--- config.mk ---
export PLATFORM = sky130hd
export DESIGN_NAME = rggen_command_arbiter_flat
export DESIGN_NICKNAME = d
export VERILOG_FILES = /design/src/rtl/rggen_rtl_pkg.sv /design/src/rtl/rggen_command_arbiter_if.sv /design/src/rtl/rggen_round_robin_selector.sv /design/src/rtl/rggen_command_arbiter.sv /design/src/flat_wrapper.sv
export SDC_FILE = /design/constraint.sdc
export NUM_CORES = 1
export LEC_CHECK = 0
export CORE_AREA = 2 2 96 98
export CTS_BUF_LIST = sky130_fd_sc_hd__clkbuf_8
export CTS_CLUSTER_SIZE = 8
export DETAILED_ROUTE_END_ITERATION = 7
export DIE_AREA = 0 0 98 100
export SYNTH_ARGS = -nofsm -noshare
export SYNTH_HDL_FRONTEND = slang
export SYNTH_SLANG_ARGS = --single-unit
--- constraint.sdc ---
create_clock -name clk -period 2.7 [get_ports clk]
set_input_delay 0.405 -clock clk [delete_from_list [all_inputs] [get_ports clk]]
set_output_delay 0.405 -clock clk [all_outputs]
set_load 0.01 [all_outputs]
--- src/rtl/rggen_rtl_pkg.sv ---
// rggen_rtl_pkg: shared state type, response status codes and small helpers
// for the rggen local-bus arbiters.
package rggen_rtl_pkg;

  typedef enum logic {
    IDLE = 1'b0,
    BUSY = 1'b1
  } rggen_state_e;

  localparam logic [1:0] RGGEN_STATUS_OK    = 2'b00;
  localparam logic [1:0] RGGEN_STATUS_ERROR = 2'b10;

  // Bit j of RGGEN_INDEX_MASK[b] is set when host index j has bit b set;
  // used to turn a one-hot grant (up to 8 hosts) into a binary index.
  localparam logic [2:0][7:0] RGGEN_INDEX_MASK = {8'hF0, 8'hCC, 8'hAA};

  // Watchdog counter width: wide enough for the limit, kept within 8..16 bits.
  function automatic int unsigned rggen_watchdog_width(int unsigned limit);
    int unsigned width;
    width = $clog2(limit + 1);
    if (width < 8) begin
      width = 8;
    end
    if (width > 16) begin
      width = 16;
    end
    return width;
  endfunction

endpackage

--- src/rtl/rggen_command_arbiter_if.sv ---
// rggen_command_arbiter_if: host-side request bundle, downstream command port
// and downstream response for rggen_command_arbiter.
// slave  = arbiter view, master = requesters/decoder view.
interface rggen_command_arbiter_if #(
  parameter int HOSTS         = 2,
  parameter int DATA_WIDTH    = 32,
  parameter int ADDRESS_WIDTH = 8
);

  localparam int STROBE_WIDTH = DATA_WIDTH / 8;

  // per-host requests
  logic [HOSTS-1:0]                     i_command_valid;
  logic [HOSTS-1:0]                     i_write;
  logic [HOSTS-1:0]                     i_read;
  logic [HOSTS-1:0][ADDRESS_WIDTH-1:0]  i_address;
  logic [HOSTS-1:0][STROBE_WIDTH-1:0]   i_strobe;
  logic [HOSTS-1:0][DATA_WIDTH-1:0]     i_write_data;

  // per-host response
  logic [HOSTS-1:0]                     o_response_ready;
  logic [DATA_WIDTH-1:0]                o_read_data;
  logic [1:0]                           o_status;

  // downstream command
  logic                                 o_command_valid;
  logic                                 o_write;
  logic                                 o_read;
  logic [ADDRESS_WIDTH-1:0]             o_address;
  logic [STROBE_WIDTH-1:0]              o_strobe;
  logic [DATA_WIDTH-1:0]                o_write_data;
  logic [DATA_WIDTH-1:0]                o_write_mask;

  // downstream response
  logic                                 i_response_ready;
  logic [DATA_WIDTH-1:0]                i_read_data;
  logic [1:0]                           i_status;

  modport slave (
    input  i_command_valid, i_write, i_read, i_address, i_strobe, i_write_data,
    output o_response_ready, o_read_data, o_status,
    output o_command_valid, o_write, o_read, o_address, o_strobe,
    output o_write_data, o_write_mask,
    input  i_response_ready, i_read_data, i_status
  );

  modport master (
    output i_command_valid, i_write, i_read, i_address, i_strobe, i_write_data,
    input  o_response_ready, o_read_data, o_status,
    input  o_command_valid, o_write, o_read, o_address, o_strobe,
    input  o_write_data, o_write_mask,
    output i_response_ready, i_read_data, i_status
  );

endinterface

--- src/rtl/rggen_round_robin_selector.sv ---
// rggen_round_robin_selector: combinational round-robin pick. Returns the
// one-hot winner among the requests, searching upward from last_grant+1 and
// wrapping to host 0. Zero requests give a zero winner.
module rggen_round_robin_selector #(
  parameter int HOSTS = 2
)(
  input  logic [HOSTS-1:0]         request,
  input  logic [$clog2(HOSTS)-1:0] last_grant,
  output logic [HOSTS-1:0]         winner
);

  localparam int INDEX_WIDTH = $clog2(HOSTS);
  localparam logic [HOSTS-1:0] LSB = HOSTS'(1);

  // requests strictly above last_grant take priority over the wrapped ones
  logic [HOSTS-1:0] upper;

  for (genvar j = 0; j < HOSTS; j++) begin : g_upper
    assign upper[j] = request[j] && (INDEX_WIDTH'(j) > last_grant);
  end

  // Lowest set bit of the upper set, else lowest set bit of all requests.
  always_comb begin
    if (|upper) begin
      winner = upper & (~upper + LSB);
    end else begin
      winner = request & (~request + LSB);
    end
  end

endmodule

--- src/rtl/rggen_command_arbiter.sv ---
// rggen_command_arbiter: shares the local command port of a register block
// among HOSTS requesters. Round-robin grant, one command in flight, response
// routed back to the granted host only.
// Optional response watchdog: define RGGEN_COMMAND_ARBITER_WATCHDOG_EN.
module rggen_command_arbiter
  import rggen_rtl_pkg::*;
#(
  parameter int HOSTS          = 2,
  parameter int DATA_WIDTH     = 32,
  parameter int ADDRESS_WIDTH  = 8,
  parameter int TIMEOUT_CYCLES = 255
)(
  input  logic                  clk,
  input  logic                  rst,
  rggen_command_arbiter_if.slave bus
);

  localparam int INDEX_WIDTH  = $clog2(HOSTS);
  localparam int STROBE_WIDTH = DATA_WIDTH / 8;
  localparam logic [HOSTS-1:0] ONE_HOT_0 = HOSTS'(1);

  rggen_state_e             state;
  rggen_state_e             next_state;
  logic [INDEX_WIDTH-1:0]   grant;
  logic [INDEX_WIDTH-1:0]   last_grant;
  logic [INDEX_WIDTH-1:0]   next_grant;
  logic [HOSTS-1:0]         winner;
  logic [HOSTS-1:0]         grant_onehot;
  logic                     start;
  logic                     timed_out;

  logic                     sel_write;
  logic                     sel_read;
  logic [ADDRESS_WIDTH-1:0] sel_address;
  logic [STROBE_WIDTH-1:0]  sel_strobe;
  logic [DATA_WIDTH-1:0]    sel_write_data;
  logic [DATA_WIDTH-1:0]    sel_write_mask;

  // ---------------------------------------------------------------------
  // Arbitration
  // ---------------------------------------------------------------------
  assign start = (state == IDLE) && (|bus.i_command_valid);

  rggen_round_robin_selector #(
    .HOSTS (HOSTS)
  ) u_selector (
    .request    (bus.i_command_valid),
    .last_grant (last_grant),
    .winner     (winner)
  );

  for (genvar b = 0; b < INDEX_WIDTH; b++) begin : g_index
    assign next_grant[b] = |(winner & RGGEN_INDEX_MASK[b][HOSTS-1:0]);
  end

  assign grant_onehot = ONE_HOT_0 << grant;

  // Latch the winner on the IDLE cycle that sees a request.
  always_ff @(posedge clk) begin
    if (rst) begin
      grant      <= '0;
      last_grant <= INDEX_WIDTH'(HOSTS - 1);
    end else if (start) begin
      grant      <= next_grant;
      last_grant <= next_grant;
    end
  end

  // ---------------------------------------------------------------------
  // Response watchdog
  // ---------------------------------------------------------------------
`ifdef RGGEN_COMMAND_ARBITER_WATCHDOG_EN
  localparam int WATCHDOG_WIDTH = rggen_watchdog_width(TIMEOUT_CYCLES);

  logic [WATCHDOG_WIDTH-1:0] watchdog_count;

  // Counts BUSY cycles without a response; zero outside BUSY so each grant starts fresh.
  always_ff @(posedge clk) begin
    if (rst) begin
      watchdog_count <= '0;
    end else if (state != BUSY) begin
      watchdog_count <= '0;
    end else if (!bus.i_response_ready) begin
      watchdog_count <= watchdog_count + WATCHDOG_WIDTH'(1);
    end
  end

  assign timed_out = (state == BUSY) &&
                     (watchdog_count == WATCHDOG_WIDTH'(TIMEOUT_CYCLES));
`else
  assign timed_out = 1'b0;
`endif

  // ---------------------------------------------------------------------
  // FSM
  // ---------------------------------------------------------------------
  // State register.
  always_ff @(posedge clk) begin
    if (rst) begin
      state <= IDLE;
    end else begin
      state <= next_state;
    end
  end

  // Next state: grant on any request, release on response or timeout.
  always_comb begin
    next_state = state;
    unique case (state)
      IDLE: begin
        if (start) begin
          next_state = BUSY;
        end
      end
      BUSY: begin
        if (bus.i_response_ready || timed_out) begin
          next_state = IDLE;
        end
      end
      default: next_state = IDLE;
    endcase
  end

  // ---------------------------------------------------------------------
  // Command mux from the granted host
  // ---------------------------------------------------------------------
  assign sel_write      = bus.i_write[grant];
  assign sel_read       = bus.i_read[grant];
  assign sel_address    = bus.i_address[grant];
  assign sel_strobe     = bus.i_strobe[grant];
  assign sel_write_data = bus.i_write_data[grant];

  for (genvar i = 0; i < STROBE_WIDTH; i++) begin : g_mask
    assign sel_write_mask[8*i+:8] = {8{sel_strobe[i]}};
  end

  // Outputs: command and response are live only in BUSY; a timeout replaces
  // the downstream response with an error pulse and withdraws the command.
  always_comb begin
    bus.o_command_valid  = 1'b0;
    bus.o_write          = 1'b0;
    bus.o_read           = 1'b0;
    bus.o_address        = '0;
    bus.o_strobe         = '0;
    bus.o_write_data     = '0;
    bus.o_write_mask     = '0;
    bus.o_response_ready = '0;
    bus.o_read_data      = '0;
    bus.o_status         = RGGEN_STATUS_OK;
    if (state == BUSY) begin
      if (timed_out) begin
        bus.o_response_ready = grant_onehot;
        bus.o_status         = RGGEN_STATUS_ERROR;
      end else begin
        bus.o_command_valid  = 1'b1;
        bus.o_write          = sel_write;
        bus.o_read           = sel_read;
        bus.o_address        = sel_address;
        bus.o_strobe         = sel_strobe;
        bus.o_write_data     = sel_write_data;
        bus.o_write_mask     = sel_write_mask;
        bus.o_response_ready = bus.i_response_ready ? grant_onehot : '0;
        bus.o_read_data      = bus.i_read_data;
        bus.o_status         = bus.i_status;
      end
    end
  end

  // ---------------------------------------------------------------------
  // Simulation checks
  // ---------------------------------------------------------------------
  // A granted host must keep its request up until its response pulse.
  property p_hold_request;
    @(posedge clk) disable iff (rst)
      (state == BUSY) |-> bus.i_command_valid[grant];
  endproperty

  a_hold_request: assert property (p_hold_request)
    else $error("rggen_command_arbiter: granted host dropped its request");

  if (HOSTS < 2 || HOSTS > 8 || TIMEOUT_CYCLES < 1 || TIMEOUT_CYCLES > 65535) begin : g_invalid_config
    // Only elaborated for an unsupported parameter set.
    always_ff @(posedge clk) begin
      assert (1'b0) else $error("rggen_command_arbiter: unsupported parameters");
    end
  end

endmodule
--- src/flat_wrapper.sv ---
// flat-port wrapper written by rule: the top's interface ports become plain ports
module rggen_command_arbiter_flat import rggen_rtl_pkg::*;
#(
  parameter int HOSTS          = 2,
  parameter int DATA_WIDTH     = 32,
  parameter int ADDRESS_WIDTH  = 8,
  parameter int TIMEOUT_CYCLES = 255
)
  (clk, rst, bus_i_command_valid, bus_i_write, bus_i_read, bus_i_address, bus_i_strobe, bus_i_write_data, bus_o_response_ready, bus_o_read_data, bus_o_status, bus_o_command_valid, bus_o_write, bus_o_read, bus_o_address, bus_o_strobe, bus_o_write_data, bus_o_write_mask, bus_i_response_ready, bus_i_read_data, bus_i_status);
  rggen_command_arbiter_if #(.HOSTS(HOSTS), .DATA_WIDTH(DATA_WIDTH), .ADDRESS_WIDTH(ADDRESS_WIDTH)) bus_i ();
  input  logic clk;
  input  logic rst;
  input wire logic [$bits(bus_i.i_command_valid)-1:0] bus_i_command_valid;
  input wire logic [$bits(bus_i.i_write)-1:0] bus_i_write;
  input wire logic [$bits(bus_i.i_read)-1:0] bus_i_read;
  input wire logic [$bits(bus_i.i_address)-1:0] bus_i_address;
  input wire logic [$bits(bus_i.i_strobe)-1:0] bus_i_strobe;
  input wire logic [$bits(bus_i.i_write_data)-1:0] bus_i_write_data;
  output wire logic [$bits(bus_i.o_response_ready)-1:0] bus_o_response_ready;
  output wire logic [$bits(bus_i.o_read_data)-1:0] bus_o_read_data;
  output wire logic [$bits(bus_i.o_status)-1:0] bus_o_status;
  output wire logic [$bits(bus_i.o_command_valid)-1:0] bus_o_command_valid;
  output wire logic [$bits(bus_i.o_write)-1:0] bus_o_write;
  output wire logic [$bits(bus_i.o_read)-1:0] bus_o_read;
  output wire logic [$bits(bus_i.o_address)-1:0] bus_o_address;
  output wire logic [$bits(bus_i.o_strobe)-1:0] bus_o_strobe;
  output wire logic [$bits(bus_i.o_write_data)-1:0] bus_o_write_data;
  output wire logic [$bits(bus_i.o_write_mask)-1:0] bus_o_write_mask;
  input wire logic [$bits(bus_i.i_response_ready)-1:0] bus_i_response_ready;
  input wire logic [$bits(bus_i.i_read_data)-1:0] bus_i_read_data;
  input wire logic [$bits(bus_i.i_status)-1:0] bus_i_status;
  assign bus_i.i_command_valid = bus_i_command_valid;
  assign bus_i.i_write = bus_i_write;
  assign bus_i.i_read = bus_i_read;
  assign bus_i.i_address = bus_i_address;
  assign bus_i.i_strobe = bus_i_strobe;
  assign bus_i.i_write_data = bus_i_write_data;
  assign bus_o_response_ready = bus_i.o_response_ready;
  assign bus_o_read_data = bus_i.o_read_data;
  assign bus_o_status = bus_i.o_status;
  assign bus_o_command_valid = bus_i.o_command_valid;
  assign bus_o_write = bus_i.o_write;
  assign bus_o_read = bus_i.o_read;
  assign bus_o_address = bus_i.o_address;
  assign bus_o_strobe = bus_i.o_strobe;
  assign bus_o_write_data = bus_i.o_write_data;
  assign bus_o_write_mask = bus_i.o_write_mask;
  assign bus_i.i_response_ready = bus_i_response_ready;
  assign bus_i.i_read_data = bus_i_read_data;
  assign bus_i.i_status = bus_i_status;
  rggen_command_arbiter #(.HOSTS(HOSTS), .DATA_WIDTH(DATA_WIDTH), .ADDRESS_WIDTH(ADDRESS_WIDTH), .TIMEOUT_CYCLES(TIMEOUT_CYCLES)) u_core (.clk(clk), .rst(rst), .bus(bus_i));
endmodule
==> metrics.txt <==
worst ir drop on vdd 0.106 mV; Post-Route WL 6.72 mm; R2R setup slack 1.50 ns; Total Nets Final 527; Distinct cells, synth 18; Reg area 61.3 sq um; core footprint 8890 sq um; global route overflow 0; initial DRC count 23; Slew @ Worst Pin 0.528 ns; Fin. Hold Viols 0; TritonCTS Buffers 3; layout cells sized above 1 0.0228; WP data required 2.30 ns; mapped cell area 1320 sq um; worst setup margin 0.227 ns; Worst-Skew Late Latency 0.21 ns; syn_area_per_cell 7.03 sq um; Min-Delay Endpoint u_core.last_grant$_SDFFE_PP1P_; startpoint types register; fmax 404 MHz; routed vias 1,957; via-per-instance ratio 3.87; antenna-violating nets left 0; Final TNS setup 0 ns; Slew Viols, Final 0; cells along the critical path mux2i_1, nor2_1, clkdlybuf4s50_1; Port Buffers 245; Global Route Usage Sum 0.124; post-DP HPWL 5.77 mm; DR WL/cell 13.3 um; Top Ports 246; Final Critical Period 2.47 ns; clk root buf clkbuf_8; Multi-input gate area 910 sq um; pin count of the biggest net entering global routing 41; status complete, no violations; Antenna Cells 0; met1 Use GR 0.130; GRT Max-Usage Layer met2; # Max-Cap Violations 0; Mapped Cells 188; vias in the first global route 2,006; DRT Pass-1 Iters 4; DRC 0; critical path's slowest cell clkdlybuf4s50_1; r2r startpoint u_core.state$_SDFF_PP0_; post-synthesis net count 319; cell leakage power 1.34 nW; Rel. slew slack 0.647; sequential area share after synthesis 0.0454; Min-Delay Path Depth 1; row cnt 35; area added between synthesis and finish 177%; RSZ-0062 raised after global routing no; # setup viols final 0; PD cells 227 nW/um^2; Initial Util 0.149; Die H 100 um; PostCTS Resize Cnt 0; hold buffers post-CTS 0; postcts setup bufs 0; Fill cells 883; Chip Width 98 um; Hold Crit Class register to register; routability cong. 0.814; first-pass GRT wire length 9.87 mm; Die ar. 9800 sq um; Worst-path clk slew 0.03 ns; clock skew 0.000561 ns; reg2reg end u_core.grant$_SDFFE_PP0P_; Longest Clk Path Bufs 2; critical path type register to output pin; post-place setup slack 0.273 ns; CTS H-tree depth 1; initial antenna violation count 0; met2 usage 0.237; met3 Usage GRT 0.0390; CTS tree yes; Min-Delay Startpoint u_core.last_grant$_SDFFE_PP1P_; WP data arrival 2.07 ns; CTS Sinks 3; #FFs+latches synth 3; synthesis warning total 0; CP max FO 16; crit-path max cell delay 0.65 ns; Worst R2R Path Depth 4; CP endpoint kind output pin; Final Cycle Share 0.916
-- through the flow --
| stage | utilization | power (W) | area [sq um] | hold WS [ns] | instances |
|---|---|---|---|---|---|
| finish | 0.412 | 0.000832 | 3660 | 0.502 | 506 |
| global placement | 0.407 | 0.000710 | 3620 | 0.480 | 502 |
| global route | 0.412 | 0.000886 | 3660 | 0.539 | 506 |
| floorplan | - | 0.000326 | 1320 | 0.459 | 188 |
| CTS | 0.412 | 0.000844 | 3660 | 0.510 | 506 |
| detailed placement | 0.407 | 0.000715 | 3620 | 0.507 | 502 |
-- metal layers --
metal / vias up / routed length [um]
met5: - / 0
met1: 834 / 2480
met4: 0 / 71
met3: 2 / 739
met2: 129 / 3430
li1: 992 / -
-- placed cells by master (no fill, tap or decap), drive strengths merged --
cell	synthesis	layout
and2	34	34
nor2	49	49
a211o	1	1
nand2b	1	1
o31ai	1	1
a32oi	1	1
mux2i	46	46
inv	1	2
nand2	2	2
clkdlybuf4s50	0	245
dfxtp	3	3
clkbuf	4	3
nor3b	1	1
and3	1	1
buf	43	5
-- sequential cells by signal, summed over array words and instances (netlist names) --
name / flops
u_core.state: 1
u_core.last_grant: 1
u_core.grant: 1
-- cells in the mapped netlist --
| cell | n | share of area |
|---|---|---|
| mux2i_1 | 46 | 0.35 |
| buf_6 | 1 | 0.0085 |
| and2_1 | 34 | 0.16 |
| buf_8 | 1 | 0.011 |
| clkbuf_1 | 4 | 0.011 |
| dfxtp_1 | 3 | 0.045 |
| nand2b_1 | 1 | 0.0047 |
| o31ai_1 | 1 | 0.0057 |
| nor3b_1 | 1 | 0.0057 |
| inv_1 | 1 | 0.0028 |
| and3_1 | 1 | 0.0047 |
| buf_12 | 1 | 0.015 |
| a211o_1 | 1 | 0.0066 |
| nand2_1 | 2 | 0.0057 |
| buf_2 | 5 | 0.019 |
| a32oi_1 | 1 | 0.0066 |
| nor2_1 | 49 | 0.14 |
| buf_4 | 35 | 0.20 |
-- cell type report --
cell class	count	share of cell area
timing repair buffer	250	0.684
tap	111	0.0379
clock inverter	1	0.00103
multi-input combinational	137	0.248
inverter	1	0.00103
sequential	3	0.0167
clock buffer	3	0.0113
-- power breakdown --
part           internal (W)  switching, W
Sequential        0.0000487    0.00000989
Combinational      0.000426      0.000224
Clock             0.0000966     0.0000272
Total              0.000571      0.000261
-- cell families after synthesis --
kind of cell / share of synthesized area
compound gates: 0.0189
buf+inv: 0.267
flops: 0.0454
mux: 0.348
simple gates: 0.321
-- worst max path at each step --
stage / endpoint / start / depth (start not counted) / slack [ns]
after CTS: bus_o_write_mask[0] / u_core.grant$_SDFFE_PP0P_ / 3 / 0.18
after global placement: bus_o_write_mask[0] / bus_i_strobe[0] / 4 / 0.31
final: bus_o_write_mask[0] / u_core.grant$_SDFFE_PP0P_ / 3 / 0.23
after floorplan: bus_o_write_mask[0] / u_core.state$_SDFF_PP0_ / 5 / 0.87
after global routing: bus_o_write_mask[5] / u_core.grant$_SDFFE_PP0P_ / 3 / 0.05
after detailed placement: bus_o_write_mask[3] / bus_i_strobe[4] / 4 / 0.27
-- critical path: cells and delay by family (launching register included) --
family,cells,cell delay [ns]
flops,1,0.64
mux,1,0.14
simple gates,1,0.43
buf+inv,1,0.65
(Power assumes the default switching activity.)
